===== config.mk =====
export PLATFORM = sky130hd
export DESIGN_NAME = mem_ctrl
export DESIGN_NICKNAME = d
export VERILOG_FILES = /design/src/rtl/mem_pkg.sv /design/src/rtl/mem_ctrl.sv
export SDC_FILE = /design/constraint.sdc
export NUM_CORES = 1
export LEC_CHECK = 0
export BUFFER_PORTS_ARGS = -buffer_cell sky130_fd_sc_hd__buf_4
export CAP_MARGIN = 20
export CORE_MARGIN = 2
export CORE_UTILIZATION = 39
export DETAILED_ROUTE_END_ITERATION = 7
export PLACE_DENSITY = 0.81
export SLEW_MARGIN = 20
export SYNTH_ARGS = -nofsm -noshare
export SYNTH_HDL_FRONTEND = slang
export SYNTH_SLANG_ARGS = --single-unit

===== constraint.sdc =====
create_clock -name clk -period 2 [get_ports clk]
set_input_delay 0.3 -clock clk [delete_from_list [all_inputs] [get_ports clk]]
set_output_delay 0.3 -clock clk [all_outputs]
set_load 0.02 [all_outputs]

===== src/rtl/mem_pkg.sv =====
// ============================================================================
// Module  : mem_pkg
// Brief   : Shared widths and controller state encoding for mem_ctrl.
// Revision: 1.0 - initial release
// ============================================================================
`default_nettype none

package mem_pkg;

  localparam int ADDR_W = 5;
  localparam int DATA_W = 8;
  localparam int LEN_W  = 3;

  typedef enum logic [1:0] {
    IDLE  = 2'd0,
    WRITE = 2'd1,
    READ  = 2'd2,
    RESP  = 2'd3
  } mem_ctrl_state_t;

endpackage : mem_pkg

`default_nettype wire


===== src/rtl/mem_ctrl.sv =====
// ============================================================================
// Module  : mem_ctrl
// Brief   : Request/response controller for a single-port synchronous memory
//           with 1-cycle registered read; single writes and 1..8 beat reads.
// Revision: 1.0 - initial release
// ============================================================================
`default_nettype none

module mem_ctrl
  import mem_pkg::*;
(
  input  logic              clk,
  input  logic              rst,
  // request channel
  input  logic              req_valid,
  output logic              req_ready,
  input  logic              req_we,
  input  logic [ADDR_W-1:0] req_addr,
  input  logic [LEN_W-1:0]  req_len,
  input  logic [DATA_W-1:0] req_wdata,
  output logic              wr_done,
  // response channel
  output logic              rsp_valid,
  input  logic              rsp_ready,
  output logic [DATA_W-1:0] rsp_data,
  output logic              rsp_last,
  output logic              busy,
  // memory port
  output logic              mem_en,
  output logic              mem_we,
  output logic [ADDR_W-1:0] mem_addr,
  output logic [DATA_W-1:0] mem_din,
  input  logic [DATA_W-1:0] mem_dout
);

  mem_ctrl_state_t   state_q, state_d;
  logic [ADDR_W-1:0] cur_addr_q, cur_addr_d;
  logic [LEN_W-1:0]  beats_left_q, beats_left_d;
  logic [DATA_W-1:0] wdata_q, wdata_d;

  logic              issue_en;
  logic              issue_we;

  always_comb begin
    state_d      = state_q;
    cur_addr_d   = cur_addr_q;
    beats_left_d = beats_left_q;
    wdata_d      = wdata_q;
    req_ready    = 1'b0;
    rsp_valid    = 1'b0;
    rsp_last     = 1'b0;
    issue_en     = 1'b0;
    issue_we     = 1'b0;

    case (state_q)
      IDLE: begin
        req_ready = 1'b1;
        if (req_valid) begin
          cur_addr_d   = req_addr;
          wdata_d      = req_wdata;
          beats_left_d = req_len;
          state_d      = req_we ? WRITE : READ;
        end
      end
      WRITE: begin
        issue_en = 1'b1;
        issue_we = 1'b1;
        state_d  = IDLE;
      end
      READ: begin
        issue_en = 1'b1;
        state_d  = RESP;
      end
      RESP: begin
        // memory holds dout while idle, so the beat stays stable under stall
        rsp_valid = 1'b1;
        rsp_last  = (beats_left_q == '0);
        if (rsp_ready) begin
          if (rsp_last) begin
            state_d = IDLE;
          end else begin
            cur_addr_d   = cur_addr_q + ADDR_W'(1);
            beats_left_d = beats_left_q - LEN_W'(1);
            state_d      = READ;
          end
        end
      end
      default: state_d = IDLE;
    endcase
  end

  always_ff @(posedge clk) begin
    if (rst) begin
      state_q      <= IDLE;
      cur_addr_q   <= '0;
      beats_left_q <= '0;
      wdata_q      <= '0;
    end else begin
      state_q      <= state_d;
      cur_addr_q   <= cur_addr_d;
      beats_left_q <= beats_left_d;
      wdata_q      <= wdata_d;
    end
  end

  // Gating with rst keeps the memory untouched in any reset cycle.
  assign mem_en   = issue_en & ~rst;
  assign mem_we   = issue_we & ~rst;
  assign wr_done  = issue_we & ~rst;
  assign mem_addr = cur_addr_q;
  assign mem_din  = wdata_q;
  assign rsp_data = mem_dout;
  assign busy     = (state_q != IDLE);

endmodule : mem_ctrl

`default_nettype wire


==> summary.md <==
| Metric | Value |
|---|---|
| Outcome | `finished, final reports clean` |
| DR vias | `1067` |
| Final Skew | `about 0.012 ns` |
| H-tree depth | `1` |
| Total Wirelength | `2.65 mm` |
| Placer Congestion | `about 0.86` |
| Hold depth | `3` |
| Max capacitance violation total | `0` |
| Footprint of the multi-input gates | `589 um^2` |
| Largest net degree at the start of global routing | `24` |
| Netlist cell types | `32` |
| Vias in the first global route | `around 1000` |
| Cts hold-fix bufs | `0` |
| TritonCTS clock tree | `built` |
| Syn_nets | `between 150 and 200` |
| Core ar. | `0.00269 mm^2` |
| Root buf cell | `clkbuf_4` |
| Final Power | `about 0.0015 W` |
| Initial core utilization | `between 30% and 40%` |
| Final worst path period share | `around 90%` |
| Grt ovf | `0` |
| Buffers on Ports | `40` |
| Pwr dens | `between 1000 and 1500 mW/mm^2` |
| Die footprint | `about 0.0032 mm^2` |
| Critical path class | `reg2out` |
| Seq cells post-synth | `18` |
| Crit path time final | `roughly 1.9 ns` |
| Worst-path fanout max | `6` |
| Register area | `roughly 360 um^2` |
| Worst min path class | `in2reg` |
| DP HPWL | `just over 2 mm` |
| GRT Util Overall | `between 10% and 20%` |
| Hold Vio Cnt, Final | `0` |
| ANT nets after route | `0` |
| Cells after Synth | `129` |
| First-pass GRT wire length | `about 4.5 mm` |
| Synthesized area | `0.00107 mm^2` |
| Highest clock rate | `approximately 540 MHz` |
| DRT iter0 DRCs | `30` |
| Syn-to-layout area delta | `27.8%` |
| Cells on worst reg2reg path | `6` |
| CP arrival | `between 1.5 and 2 ns` |
| Layout cells sized above 1 | `about a third` |
| Die Width | `approximately 56 um` |
| Final #Nets | `roughly 200` |
| Mean post-synth cell area | `8.31 um^2` |
| Post-CTS resize count | `0` |
| Synth top area share | `33.6%` |
| CP required | `~1.7 ns` |
| Initial DRT Pass Iterations | `4` |
| Sink Count | `18` |
| Setup TNS | `0 ns` |
| Avg WL per Cell | `roughly 14 um` |
| Cts bufs inserted | `3` |
| Unrepaired setup endpoints after global routing | `no` |
| Clk_lat worst skew | `roughly 0.30 ns` |
| CTS max path bufs | `2` |
| Fin. max-slew vios | `0` |
| Sequential-to-total area share from yosys stat | `33.6%` |
| Top cell type by total area after synthesis | `dfxtp_1` |
| Post-CTS Setup Bufs | `0` |
| Top area cells in the synthesized netlist | `dfxtp_1, ha_1, a21oi_1, buf_4, nand3_1` |
| Antenna diode count | `0` |
| DR DRC count | `0` |
| Clock-pin slew of the registers on the worst-case setup and hold paths | `about 0.11 ns` |
| Startpoint Class | `register` |
| Die height | `between 50 and 60 um` |
| CP endpoint kind | `primary output` |
| Final setup violating endpoints | `0` |
| Slew @ Worst Pin | `roughly 0.43 ns` |
| Post-DR vias/cell | `between 5 and 6` |
| Max_slew headroom | `70.8%` |
| YS warnings | `0` |
| Num ports | `57` |
| Initial antenna violation count | `0` |
| Leakage | `between 0.6 and 0.7 nW` |
| Site Rows | `19` |
| Fill count | `between 200 and 300` |
| Peak VDD IR | `slightly above 600 uV` |
==> final timing paths <==
path | start | to | slack (ns)
worst max-delay path | state_q[1]$_SDFFE_PP0P_ | rsp_last | 0.15
worst min-delay path | req_wdata[6] | mem_din[6]$_SDFFE_PP0P_ | 0.26
worst max register to register | state_q[1]$_SDFFE_PP0P_ | mem_addr[2]$_SDFFE_PP0P_ | 0.16
worst min register to register | mem_din[6]$_SDFFE_PP0P_ | mem_din[6]$_SDFFE_PP0P_ | 0.46
==> cell type report <==
class / instances / area share (%)
multi-input combinational: 90 / 43.0
sequential: 18 / 26.3
timing repair buffer: 43 / 23.6
tap: 31 / 2.83
clock buffer: 4 / 2.65
inverter: 6 / 1.64
==> sequential cells by signal (all words and copies together), names as in the netlist <==
signal,flops
state_q,2
beats_left_q,3
mem_addr,5
mem_din,8
==> power by group <==
part / total, W / switching (W) / internal, W
registers: 0.000508 / 0.0000695 / 0.000439
logic: 0.000754 / 0.000432 / 0.000322
clock network: 0.000227 / 0.000116 / 0.000111
==> metal layers <==
metal / GRT usage (%) / part of all wire [%] / vias to the layer above
met4: 0.680 / 0.15 / 0
li1: - / - / 517
met1: 20.9 / 43 / 494
met3: 6.22 / 8.6 / 2
met5: 0 / 0 / -
met2: 30.6 / 48 / 54
==> cell usage after synthesis <==
cell        n
a2111oi_0   1
a211oi_1    6
a21boi_2    1
a21o_1      1
a21oi_1    16
a21oi_2     1
a22o_1      1
a311oi_1    1
and2_1      2
buf_2       2
buf_4       9
buf_6       1
clkbuf_1    3
dfxtp_1    18
ha_1        8
inv_1       6
mux2i_1     1
nand2_1    12
nand2b_1    4
nand3_1    11
nor2_1      4
nor2b_1     5
nor3_1      2
o2111ai_1   1
o211a_1     1
o21ai_0     1
o21ai_2     1
o31ai_1     3
o32ai_1     3
or2b_4      1
or3_1       1
or4_1       1
==> metrics by stage <==
step	hold slack [ns]	util [%]	area [um^2]	std cells	setup WS, ns
CTS	0.253	51.0	1370	192	0.126
global placement	0.442	49.7	1330	188	0.287
floorplan	0.444	-	1070	129	0.231
detailed placement	0.450	49.7	1330	188	0.165
finish	0.263	51.0	1370	192	0.148
global route	0.246	51.0	1370	192	0.0306
==> kinds of logic (layout without fill, tap and decap cells) <==
family	count (synthesis)	after routing	synth area share, %
AOI/OAI and AO/OA	38	38	24.3
adders and majority gates	8	8	9.34
buffers and inverters	21	53	11.4
DFF	18	18	33.6
muxes	1	1	0.934
and+or+nand+nor	43	43	20.4
==> layout by cell type (no fill, tap or decap), drive strengths merged <==
| cell type | n |
|---|---|
| mux2i | 1 |
| a311oi | 1 |
| a21o | 1 |
| o21ai | 2 |
| a211oi | 6 |
| clkbuf | 4 |
| inv | 6 |
| nand2b | 4 |
| ha | 8 |
| dfxtp | 18 |
| nor2 | 4 |
| a22o | 1 |
| and2 | 2 |
| a21oi | 17 |
| nor3 | 2 |
| a2111oi | 1 |
| or2b | 1 |
| o31ai | 3 |
| nand2 | 12 |
| nand3 | 11 |
| buf | 43 |
| o2111ai | 1 |
| o211a | 1 |
| or3 | 1 |
| a21boi | 1 |
| nor2b | 5 |
| or4 | 1 |
| o32ai | 3 |
==> critical path: stages (launching register included) <==
cell	delay, ns
dfxtp_1	0.42
ha_1	0.21
buf_4	0.16
nor2b_1	0.17
and2_1	0.15
buf_4	0.14
(Power assumes the default switching activity.)
